[src/rtl/add_pipe_pkg.sv]
// add_pipe_pkg -- shared definitions for the add_pipe arithmetic pipeline.
//
// Contents:
//   DEFAULT_BIT_WIDTH  default operand/result width of add_pipe
//   PAYLOAD_W          width of one stage payload at the default width
//   payload_width()    payload width {y, ovf} for an arbitrary operand width
//   payload_t          stage payload {y, ovf} at the default width
//
// Optional feature macro used by add_pipe: ADD_PIPE_SAT_EN (saturating add).
package add_pipe_pkg;

    localparam int unsigned DEFAULT_BIT_WIDTH = 8;
    localparam int unsigned PAYLOAD_W         = DEFAULT_BIT_WIDTH + 1;

    // Each stage carries the result plus its carry/overflow flag.
    function automatic int unsigned payload_width(input int unsigned bit_width);
        return bit_width + 1;
    endfunction

    // Default-width view of the stage payload. add_pipe declares the same
    // layout locally so that it follows its BIT_WIDTH parameter.
    typedef struct packed {
        logic [DEFAULT_BIT_WIDTH-1:0] y;
        logic                         ovf;
    } payload_t;

endpackage

[src/rtl/add_pipe_stage.sv]
// add_pipe_stage -- one elastic register stage of the add_pipe pipeline.
//
// Ports:
//   clk       clock, rising edge
//   rst       asynchronous active-high reset (clears valid and payload)
//   up_valid  upstream beat present
//   up_data   upstream payload (W bits)
//   ready     this stage may load this cycle (empty, or downstream taking)
//   valid     stage holds a beat
//   data      stage payload
//
// When ready=1 the stage takes the upstream valid; the payload only loads
// for a real beat so that bubbles do not disturb the held value.
module add_pipe_stage #(
    parameter int unsigned W = 9
) (
    input  logic         clk,
    input  logic         rst,
    input  logic         up_valid,
    input  logic [W-1:0] up_data,
    input  logic         ready,
    output logic         valid,
    output logic [W-1:0] data
);

    logic         valid_q;
    logic         valid_d;
    logic [W-1:0] data_q;
    logic [W-1:0] data_d;

    always_comb begin
        valid_d = valid_q;
        data_d  = data_q;
        if (ready) begin
            valid_d = up_valid;
            if (up_valid) begin
                data_d = up_data;
            end
        end
    end

    always_ff @(posedge clk or posedge rst) begin
        if (rst) begin
            valid_q <= 1'b0;
            data_q  <= '0;
        end else begin
            valid_q <= valid_d;
            data_q  <= data_d;
        end
    end

    assign valid = valid_q;
    assign data  = data_q;

endmodule

[src/rtl/add_pipe.sv]
// add_pipe -- unsigned adder / accumulator followed by DEPTH elastic stages
// with valid/ready handshake and full-throughput back-pressure.
//
// Parameters:
//   BIT_WIDTH  operand and result width (>=2)
//   DEPTH      register stages between acceptance and output (>=1)
//
// Ports:
//   clk, rst    clock (rising edge), asynchronous active-high reset
//   in_valid    operands present          in_ready   operands accepted this cycle
//   a0, a1      unsigned operands (a1 unused in accumulate mode)
//   acc_mode    0: y = a0 + a1            1: y = a0 + acc
//   acc_clr     with an accepted beat, use acc = 0 for this beat
//   out_valid   result present            out_ready  consumer takes result
//   y, ovf      result and carry-out of its add
//
// Optional feature: define ADD_PIPE_SAT_EN to saturate y to all-ones on
// carry-out (ovf still 1, and acc keeps the saturated value). Without it
// the sum wraps modulo 2^BIT_WIDTH.
module add_pipe
    import add_pipe_pkg::*;
#(
    parameter int unsigned BIT_WIDTH = DEFAULT_BIT_WIDTH,
    parameter int unsigned DEPTH     = 2
) (
    input  logic                 clk,
    input  logic                 rst,
    input  logic                 in_valid,
    output logic                 in_ready,
    input  logic [BIT_WIDTH-1:0] a0,
    input  logic [BIT_WIDTH-1:0] a1,
    input  logic                 acc_mode,
    input  logic                 acc_clr,
    output logic                 out_valid,
    input  logic                 out_ready,
    output logic [BIT_WIDTH-1:0] y,
    output logic                 ovf
);

    localparam int unsigned PW = payload_width(BIT_WIDTH);

    typedef struct packed {
        logic [BIT_WIDTH-1:0] y;
        logic                 ovf;
    } stage_payload_t;

    logic [BIT_WIDTH-1:0] acc_q;
    logic [BIT_WIDTH-1:0] acc_d;
    logic [BIT_WIDTH-1:0] operand_b;
    logic [BIT_WIDTH:0]   sum;
    logic                 accept;
    stage_payload_t       head_payload;

    logic [DEPTH-1:0]     stage_valid;
    logic [DEPTH-1:0]     stage_ready;
    stage_payload_t       stage_data [DEPTH];

    assign in_ready = stage_ready[0];
    assign accept   = in_valid & in_ready;

    // Stage-0 arithmetic and accumulator next state.
    always_comb begin
        operand_b = a1;
        if (acc_mode) begin
            operand_b = acc_clr ? '0 : acc_q;
        end
        sum              = {1'b0, a0} + {1'b0, operand_b};
        head_payload.ovf = sum[BIT_WIDTH];
`ifdef ADD_PIPE_SAT_EN
        head_payload.y   = sum[BIT_WIDTH] ? '1 : sum[BIT_WIDTH-1:0];
`else
        head_payload.y   = sum[BIT_WIDTH-1:0];
`endif
        // Both modes seed the accumulator with the produced result.
        acc_d = accept ? head_payload.y : acc_q;
    end

    always_ff @(posedge clk or posedge rst) begin
        if (rst) begin
            acc_q <= '0;
        end else begin
            acc_q <= acc_d;
        end
    end

    for (genvar gi = 0; gi < DEPTH; gi++) begin : g_stage
        logic           up_valid;
        stage_payload_t up_data;

        if (gi == 0) begin : g_head
            assign up_valid = in_valid;
            assign up_data  = head_payload;
        end else begin : g_link
            assign up_valid = stage_valid[gi-1];
            assign up_data  = stage_data[gi-1];
        end

        // Unrolled form of ready_i = ~valid_i | ready_(i+1): a stage can load
        // unless it and every stage after it are full while the consumer stalls.
        assign stage_ready[gi] = out_ready | ~(&stage_valid[DEPTH-1:gi]);

        add_pipe_stage #(
            .W (PW)
        ) u_stage (
            .clk      (clk),
            .rst      (rst),
            .up_valid (up_valid),
            .up_data  (up_data),
            .ready    (stage_ready[gi]),
            .valid    (stage_valid[gi]),
            .data     (stage_data[gi])
        );
    end

    assign out_valid = stage_valid[DEPTH-1];
    assign y         = stage_data[DEPTH-1].y;
    assign ovf       = stage_data[DEPTH-1].ovf;

endmodule

[config.mk]
export PLATFORM = sky130hd
export DESIGN_NAME = add_pipe
export DESIGN_NICKNAME = d
export VERILOG_FILES = /design/src/rtl/add_pipe_pkg.sv /design/src/rtl/add_pipe_stage.sv /design/src/rtl/add_pipe.sv
export SDC_FILE = /design/constraint.sdc
export NUM_CORES = 1
export LEC_CHECK = 0
export ABC_AREA = 1
export CAP_MARGIN = 20
export CORE_MARGIN = 5
export CORE_UTILIZATION = 25
export DETAILED_ROUTE_END_ITERATION = 16
export GPL_ROUTABILITY_DRIVEN = 0
export PLACE_DENSITY_LB_ADDON = 0.1
export SLEW_MARGIN = 40
export SYNTH_ARGS = -nofsm -noshare
export SYNTH_HDL_FRONTEND = slang
export SYNTH_SLANG_ARGS = --single-unit
[constraint.sdc]
create_clock -name clk -period 4.75 [get_ports clk]
set_input_delay 0.475 -clock clk [delete_from_list [all_inputs] [get_ports clk]]
set_output_delay 0.475 -clock clk [all_outputs]
set_load 0.01 [all_outputs]
## After elaboration in Yosys (flattened, before gate mapping)

Index checks and enable logic that the tools add are counted.

- Add/subtract/negate cells: 1
- Muxes and demuxes: 2
- Bitwise operators: 5
- Reductions and logical operators: 3

Operator list:

| cell | number |
|---|---|
| 2-to-1 mux 8 bit | 2 |
| adder 8 x 8 -> 9 bit | 1 |
| AND reduction 2 bit | 3 |
| NOT 1 bit | 2 |
| bitwise OR 1 bit | 2 |
| AND 1 bit | 1 |

- Register bits after elaboration: 28
- Output and inout bits: 11
- Word-level logic and storage cells: 16

## Logic depth before layout (Yosys ltp)

Gate-level depths: netlist of run 1.

- Word-level depth: 4
- Depth in mapped cells: 15

## Hierarchy

From an unflattened synthesis of run 1, not the netlist that was laid out.

- Cell total of the unflattened synthesis: 211
- Area total of the unflattened synthesis: 1,634.1 sq um

By module, submodules not included:

| module | times used | cells each | area each (sq um) | sequential area each (sq um) |
|---|---|---|---|---|
| add_pipe | 1 | 125 | 838.3 | 200.2 |
| add_pipe_stage | 2 | 43 | 397.9 | 250.2 |

## Worst setup path after synthesis of run 1

No wires, ideal clock.

- Path type: input to register
- Start point: input port acc_mode
- End point: register acc_q[6]
- Arrival: 1.905 ns
- Required time: 4.633 ns
- Path slack: 2.727 ns
- Stages on the path: 15
- Cell sequence: inv_2 > nor2_1 > inv_2 > o21ai_0 > ha_1 > inv_1 > fa_1 > inv_1 > nand2_1 > nand2_1 > nand3_1 > nand2_1 > nand2_1 > nand3_1 > nand2_1

- Cells in the longest elaborated chain, start to end: 2

Ends and longest elaborated chain:

| what | RTL line | source |
|---|---|---|
| start, declared | add_pipe.sv:32 | `input logic acc_mode,` |
| 2-to-1 mux 8 bit | add_pipe.sv:64 | `if (acc_mode) begin` |
| adder 8 x 8 -> 9 bit | add_pipe.sv:67 | `sum = {1'b0, a0} + {1'b0, operand_b};` |
| end signal, assigned | add_pipe.sv:80 | `acc_q <= '0;` |
| end signal, assigned | add_pipe.sv:82 | `acc_q <= acc_d;` |
| end, declared | add_pipe.sv:47 | `logic [BIT_WIDTH-1:0] acc_q;` |

Every way passes these cells.
A chain may end at the register's enable or synchronous reset.

## Worst setup path in the final report of run 1

Same ends and word-level chain as after synthesis.

==> results of run 1 <==
## kinds of logic after synthesis
kind of cell,count (synthesis),synth area share
and+or+nand+nor,74,0.2701
buffers and inverters,29,0.09582
AOI/OAI and AO/OA,25,0.1101
DFF,20,0.4077
adders and majority gates,9,0.09786
muxes,2,0.01835
## cell usage in the layout, fill, tap and decap left out, types with 2 or more instances in the layout
master | Yosys | routed
inv_1 | 21 | 20
mux2_1 | 2 | 2
o21ai_1 | 11 | 11
o21ai_0 | 6 | 6
nand2_2 | 2 | 2
nand3_1 | 9 | 9
clkdlybuf4s50_1 | 0 | 32
inv_2 | 5 | 6
a21oi_1 | 4 | 4
nor2_1 | 7 | 7
nor2_4 | 2 | 2
nand3b_1 | 2 | 2
dfrtp_1 | 20 | 20
clkbuf_8 | 0 | 3
nand2_1 | 48 | 48
ha_1 | 8 | 8
## layout make-up
cell class,count,area (sq um)
fillers,517,3068
repair buffers,32,320.3
well taps,67,83.83
inverters,27,101.3
multi-input cells,110,609.3
clock buffers,3,41.29
flip-flops and latches,20,500.5
clock inverters,1,30.03
## worst register-to-register path, stage by stage, from the launching register on
cell and delay (ps):
dfrtp_1 320, inv_1 60, o21ai_0 180, ha_1 210, inv_1 60, fa_1 350, inv_1 70, nand2_1 60
nand2_1 80, nand3_1 90, nand2_1 90, nand2_1 50, nand3_1 70, nand2_1 50
## final timing paths
| kind | slack, ps | endpoint | start |
|---|---|---|---|
| max in group asynchronous | 3920 | acc_q[1] | rst |
| hold reg to reg | 480 | acc_q[7] | acc_q[7] |
| hold / removal | 480 | acc_q[7] | acc_q[7] |
| setup / recovery | 2290 | acc_q[6] | acc_mode |
| min in group asynchronous | 530 | g_stage[1].u_stage.data[5] | rst |
| setup reg to reg | 2930 | acc_q[6] | acc_q[0] |
## metal layers
layer  share of wire  global-route usage  up-vias
li1                -                   -      566
met1            0.47              0.1292      490
met2            0.49              0.1747       16
met3           0.029             0.01233        4
met4           0.016             0.05068        0
met5               0                   0        -
## registers in the layout (all words and copies together) (netlist names)
signal and cells:
acc_q 8, g_stage.u_stage.data 10, g_stage.u_stage.valid 2
## power groups by stage
stage,clock (mW),sequential [mW],combinational [mW]
4_1_cts,0.173,0.231,0.210
3_3_place_gp,0,0.233,0.210
6_report,0.167,0.230,0.207
2_1_floorplan,0,0.241,0.108
3_5_place_dp,0,0.234,0.209
5_1_grt,0.181,0.236,0.236
==> results.md, run 1 <==
* Status: finished clean
* Fin. max-slew vios at 0
* Fmax achieved at 0.4059 GHz
* Critical path class: in2reg
* Setup slack after layout at 2286 ps
* Mapped cell area at 1227 sq um
* Initial antenna violation count at 0
* Cell count along the critical path at 16
* Core region area at 4755 sq um
* Power Internal at approximately 0.43 mW
* Seq/Total Area, Yosys at 0.4077
* Sw power at 0.1782 mW
* Row cnt at 25
* Total GRT Usage at 0.1033
* First-pass GRT wire length at approximately 5.2 mm
* CP arrival at 2620 ps
* Area leader, netlist: dfrtp_1
* Relative slew slack at 0.7194
* RSZ-0062 raised after global routing: no
* PortBufs at 32
* Syn Nets at 190
* ANT nets after route at 0
* Buffers and inverters on the worst path at 5
* Clk root buf: clkbuf_8
* Post-synth top area share at 0.4077
* Max Cap Viol at 0
* Setup violators final at 0
* Hold slack at 483.5 ps
* Synth Flop Type: dfrtp_1
* Clock power share at 0.277
* DRC at 0
* Period minus WS final at between 2000 and 2500 ps
* Critical Path RT at 4910 ps
* Mean post-synth cell area at 7.720 sq um
* Post-synth EDFFs at 0
* Per-cell routed wire length at approximately 11 microns
* Yosys warns at 0
* I/O pins at 33
* Vias at 1076
* Fin. Hold Viols at 0
* PD cells at 357.9 nW/um^2
* Largest delay share family, worst path: buffers and inverters
* Clock Path Buffers at 2
* Share of the clock period used by the worst path at 0.5187
* Pin count of the biggest net entering global routing at 21
* Crit path launch type: primary input
* Setup TNS at 0 ps
* Clk Latency, worst-skew pair at 260 ps
* Ys async rst share at 1.000
* Total Wirelength at 2.953 mm
* Critical path's largest stage delay at 470 ps
* Dpl hpwl at 2.452 mm
* Design area at 1687 sq um
* Die W at 80.07 microns
* CTS tree: built
* Placed Instances at 256
* Post-synth top cells: 48 x nand2_1, 21 x inv_1, 20 x dfrtp_1, 11 x o21ai_1, 9 x nand3_1
* Clk sinks at 20
* Hold Crit Class: reg2reg
* Num CTS Buffers at 3
* Clock-pin slew on the worst setup and hold paths at around 80 ps
* Nets@finish at 225
* CTS Hold Buffers Added at 0
* DRT iter0 DRCs at 26
* DRT Pass-1 Iters at 4
* Layout area overhead at 37.41%
* Top cell by count, worst path: nand2_1
* Total grt overflow at 0
* Vias in the first global route at 1143
* Flop pwr share at 0.381
* CP max FO at 9
* CP cell instances: clkdlybuf4s50_1 > inv_2 > nor2_1 > inv_2 > o21ai_0 > ha_1 > inv_1 > fa_1 > inv_1 > nand2_1 > nand2_1 > nand3_1 > nand2_1 > nand2_1 > nand3_1 > nand2_1
* Final core occ at 0.3547
* Leakage Power at 0.8230 nW
* Count of state elements after synthesis at 20
* Share of cells above drive strength 1 at 0.09326
* H-tree depth at 1
* Pre-CTS WS at 2001 ps
* DIE AREA at 6411 sq um
* Crit path capture type: flip-flop
* Non-Filler Instances at 260
* Hold depth at 2
* Power share of the combinational group at 0.342
* Unique masters post-synth at 26
* Cells after Synth at 159
* Switching Share at 0.2952
* Worst R2R Path Depth at 13
* Dpl cell area at 1615 sq um
* Postcts setup bufs at 0
* Clock Skew at 8.044 ps
* Vias per inst at around 4.1
* Initial Util at 0.2582
* CP max-delay cell: clkdlybuf4s50_1
* Post-CTS sizing at 0
* Die H at 80.07 microns
* Worst slew pin tran at 420.2 ps
* Synth top area cells: dfrtp_1 41%, nand2_1 15%, ha_1 8.2%
* ANT cells at 0
* Most frequent cell after synthesis: nand2_1
* Overall Power at 0.6036 mW
* Worst VDD drop at between 0.1 and 0.15 mV
Power figures use the tool's default switching activity.
==> run 2: changes to the inputs <==
- clock period: 4.75 -> 2 ns (I/O delays scaled with it)
==> run 2 against run 1 <==
Flip-flop and latch count did not move; clock power rose by 79%; hold slack got worse by 220 ps; global-route usage barely moved; non-clock buffer count rose by 11; register-to-register slack got worse by 2600 ps; die area did not move; power rose by 130%; worst setup slack got worse by 2200 ps; final area rose by 8.8%; critical path type unchanged; largest cell class unchanged; clock skew fell by 4.4 ps; via count rose by 4.0%.
==> results.md, run 2 (synthesized netlist as in run 1, its figures left out) <==
* ANT cells at 0
* Layout area overhead at 49.54%
* Pin count of the biggest net entering global routing at 21
* Clk Latency, worst-skew pair at 250 ps
* Row cnt at 25
* Critical path class: in2reg
* H-tree depth at 1
* Hold Crit Class: in2async
* CP max FO at 6
* Switching Share at 0.3175
* Initial antenna violation count at 0
* Power share of the combinational group at 0.395
* Worst VDD drop at 0.2219 mV
* Crit path capture type: flip-flop
* PD cells at 765.2 nW/um^2
* ANT nets after route at 0
* Total GRT Usage at 0.1028
* Critical Path RT at 2140 ps
* Setup TNS at 0 ps
* Share of the clock period used by the worst path at 0.9490
* Per-cell routed wire length at ~11 microns
* Setup violators final at 0
* Flop pwr share at 0.393
* Clock power share at 0.213
* Vias per inst at 4.129
* RSZ-0062 raised after global routing: yes
* Share of cells above drive strength 1 at 0.2206
* Fin. max-slew vios at 0
* DIE AREA at 6411 sq um
* Dpl hpwl at 2.523 mm
* Power Internal at 0.9586 mW
* Sw power at between 0.4 and 0.5 mW
* Vias at 1119
* Clk sinks at 20
* Nets@finish at 236
* Relative slew slack at 0.7791
* Clock-pin slew on the worst setup and hold paths at 70 ps
* Die W at 80.07 microns
* Total grt overflow at 0
* Status: finished clean
* Placed Instances at 265
* Clk root buf: clkbuf_8
* CTS tree: built
* Initial Util at 0.2582
* I/O pins at 33
* Crit path launch type: primary input
* Worst slew pin tran at 330.6 ps
* PortBufs at 32
* Commonest non-fill, non-tap cell in the layout: nand2_1
* DRT iter0 DRCs at 28
* Fmax achieved at 0.5269 GHz
* Dpl cell area at around 1700 sq um
* Clock Path Buffers at 2
* Vias in the first global route at 1133
* Commonest cells after routing, fill and taps aside: 45 x nand2_1, 32 x clkdlybuf4s50_1, 20 x inv_1, 20 x dfrtp_1, 13 x o21ai_1
* Max Cap Viol at 0
* Period minus WS final at 1898 ps
* Die H at 80.07 microns
* Design area at approximately 1800 sq um
* Clock Skew at 3.598 ps
* Fin. Hold Viols at 0
* Max reg flops at 10
* DRC at 0
* Non-Filler Instances at ~270
* First-pass GRT wire length at 5.161 mm
* Leakage Power at 0.8861 nW
* Num CTS Buffers at 3
* Core region area at 4755 sq um
* Total Wirelength at 3.039 mm
* DRT Pass-1 Iters at 4
* CP arrival at 2040 ps
* Final core occ at 0.3861
-- run 2: cell count changes in the layout (fill, tap and decap cells not counted), sizes merged --
cell	before	now
buf	0	11
bufinv	1	0
clkbuf	3	4
-- run 2: power by group through the flow --
stage                     Combinational [mW]  Clock, mW  Sequential (mW)
after global routing                   0.623      0.322            0.564
final                                  0.554      0.299            0.552
after floorplan                        0.257          0            0.573
after detailed placement               0.522          0            0.558
after CTS                              0.528      0.304            0.551
after global placement                 0.517          0            0.553
-- run 2: per-stage QoR --
| stage | setup WS (ps) | total power [mW] | hold slack, ps |
|---|---|---|---|
| after floorplan | 252.3 | 0.8301 | 163.8 |
| after global placement | -294.9 | 1.070 | 469.6 |
| after detailed placement | -328.9 | 1.080 | 477.0 |
| after CTS | 14.75 | 1.383 | 274.2 |
| after global routing | -36.75 | 1.508 | 305.0 |
| final | 102.0 | 1.405 | 265.8 |
-- run 2: layout make-up --
class / instances / area, sq um
inverters: 27 / 101.3
fillers: 514 / 2919
well taps: 67 / 83.83
flip-flops and latches: 20 / 500.5
repair buffers: 43 / 406.6
clock buffers: 4 / 55.05
multi-input cells: 110 / 688.2
-- run 2: path summary, 6_finish.rpt --
check                      cells past startpoint                         end      from  slack (ps)
min reg2reg                                    2                    acc_q[5]  acc_q[5]         490
min                                            3  g_stage[1].u_stage.data[1]       rst         270
max reg2reg                                   12                    acc_q[4]  acc_q[0]         300
max                                           11                    acc_q[4]  acc_mode         100
max in group asynchronous                      3    g_stage[0].u_stage.valid       rst        1530
min in group clk                               2                    acc_q[5]  acc_q[5]         490
-- run 2: timing repair --
| action | CTS | global route |
|---|---|---|
| pin swaps | 0 | 7 |
| setup buffers | 1 | 1 |
| gates resized for setup | 4 | 21 |
| hold buffers | 0 | 0 |
| setup endpoints to repair | 4 | 5 |
-- run 2: worst max-delay path, stage by stage --
cell and delay (ps):
clkdlybuf4s50_1 470, inv_2 50, nor2_4 90, inv_2 40, buf_4 150, o21ai_1 150, ha_1 260, or2_1 250
and2_4 170, nor2_1 120, o21ai_2 80
-- run 2: routing by layer --
layer	vias to the layer above	wire length, microns	GRT usage
met1	503	1384	0.1340
met5	-	0	0
met4	0	27	0.05068
li1	596	-	-
met2	18	1543	0.1680
met3	2	85	0.01121
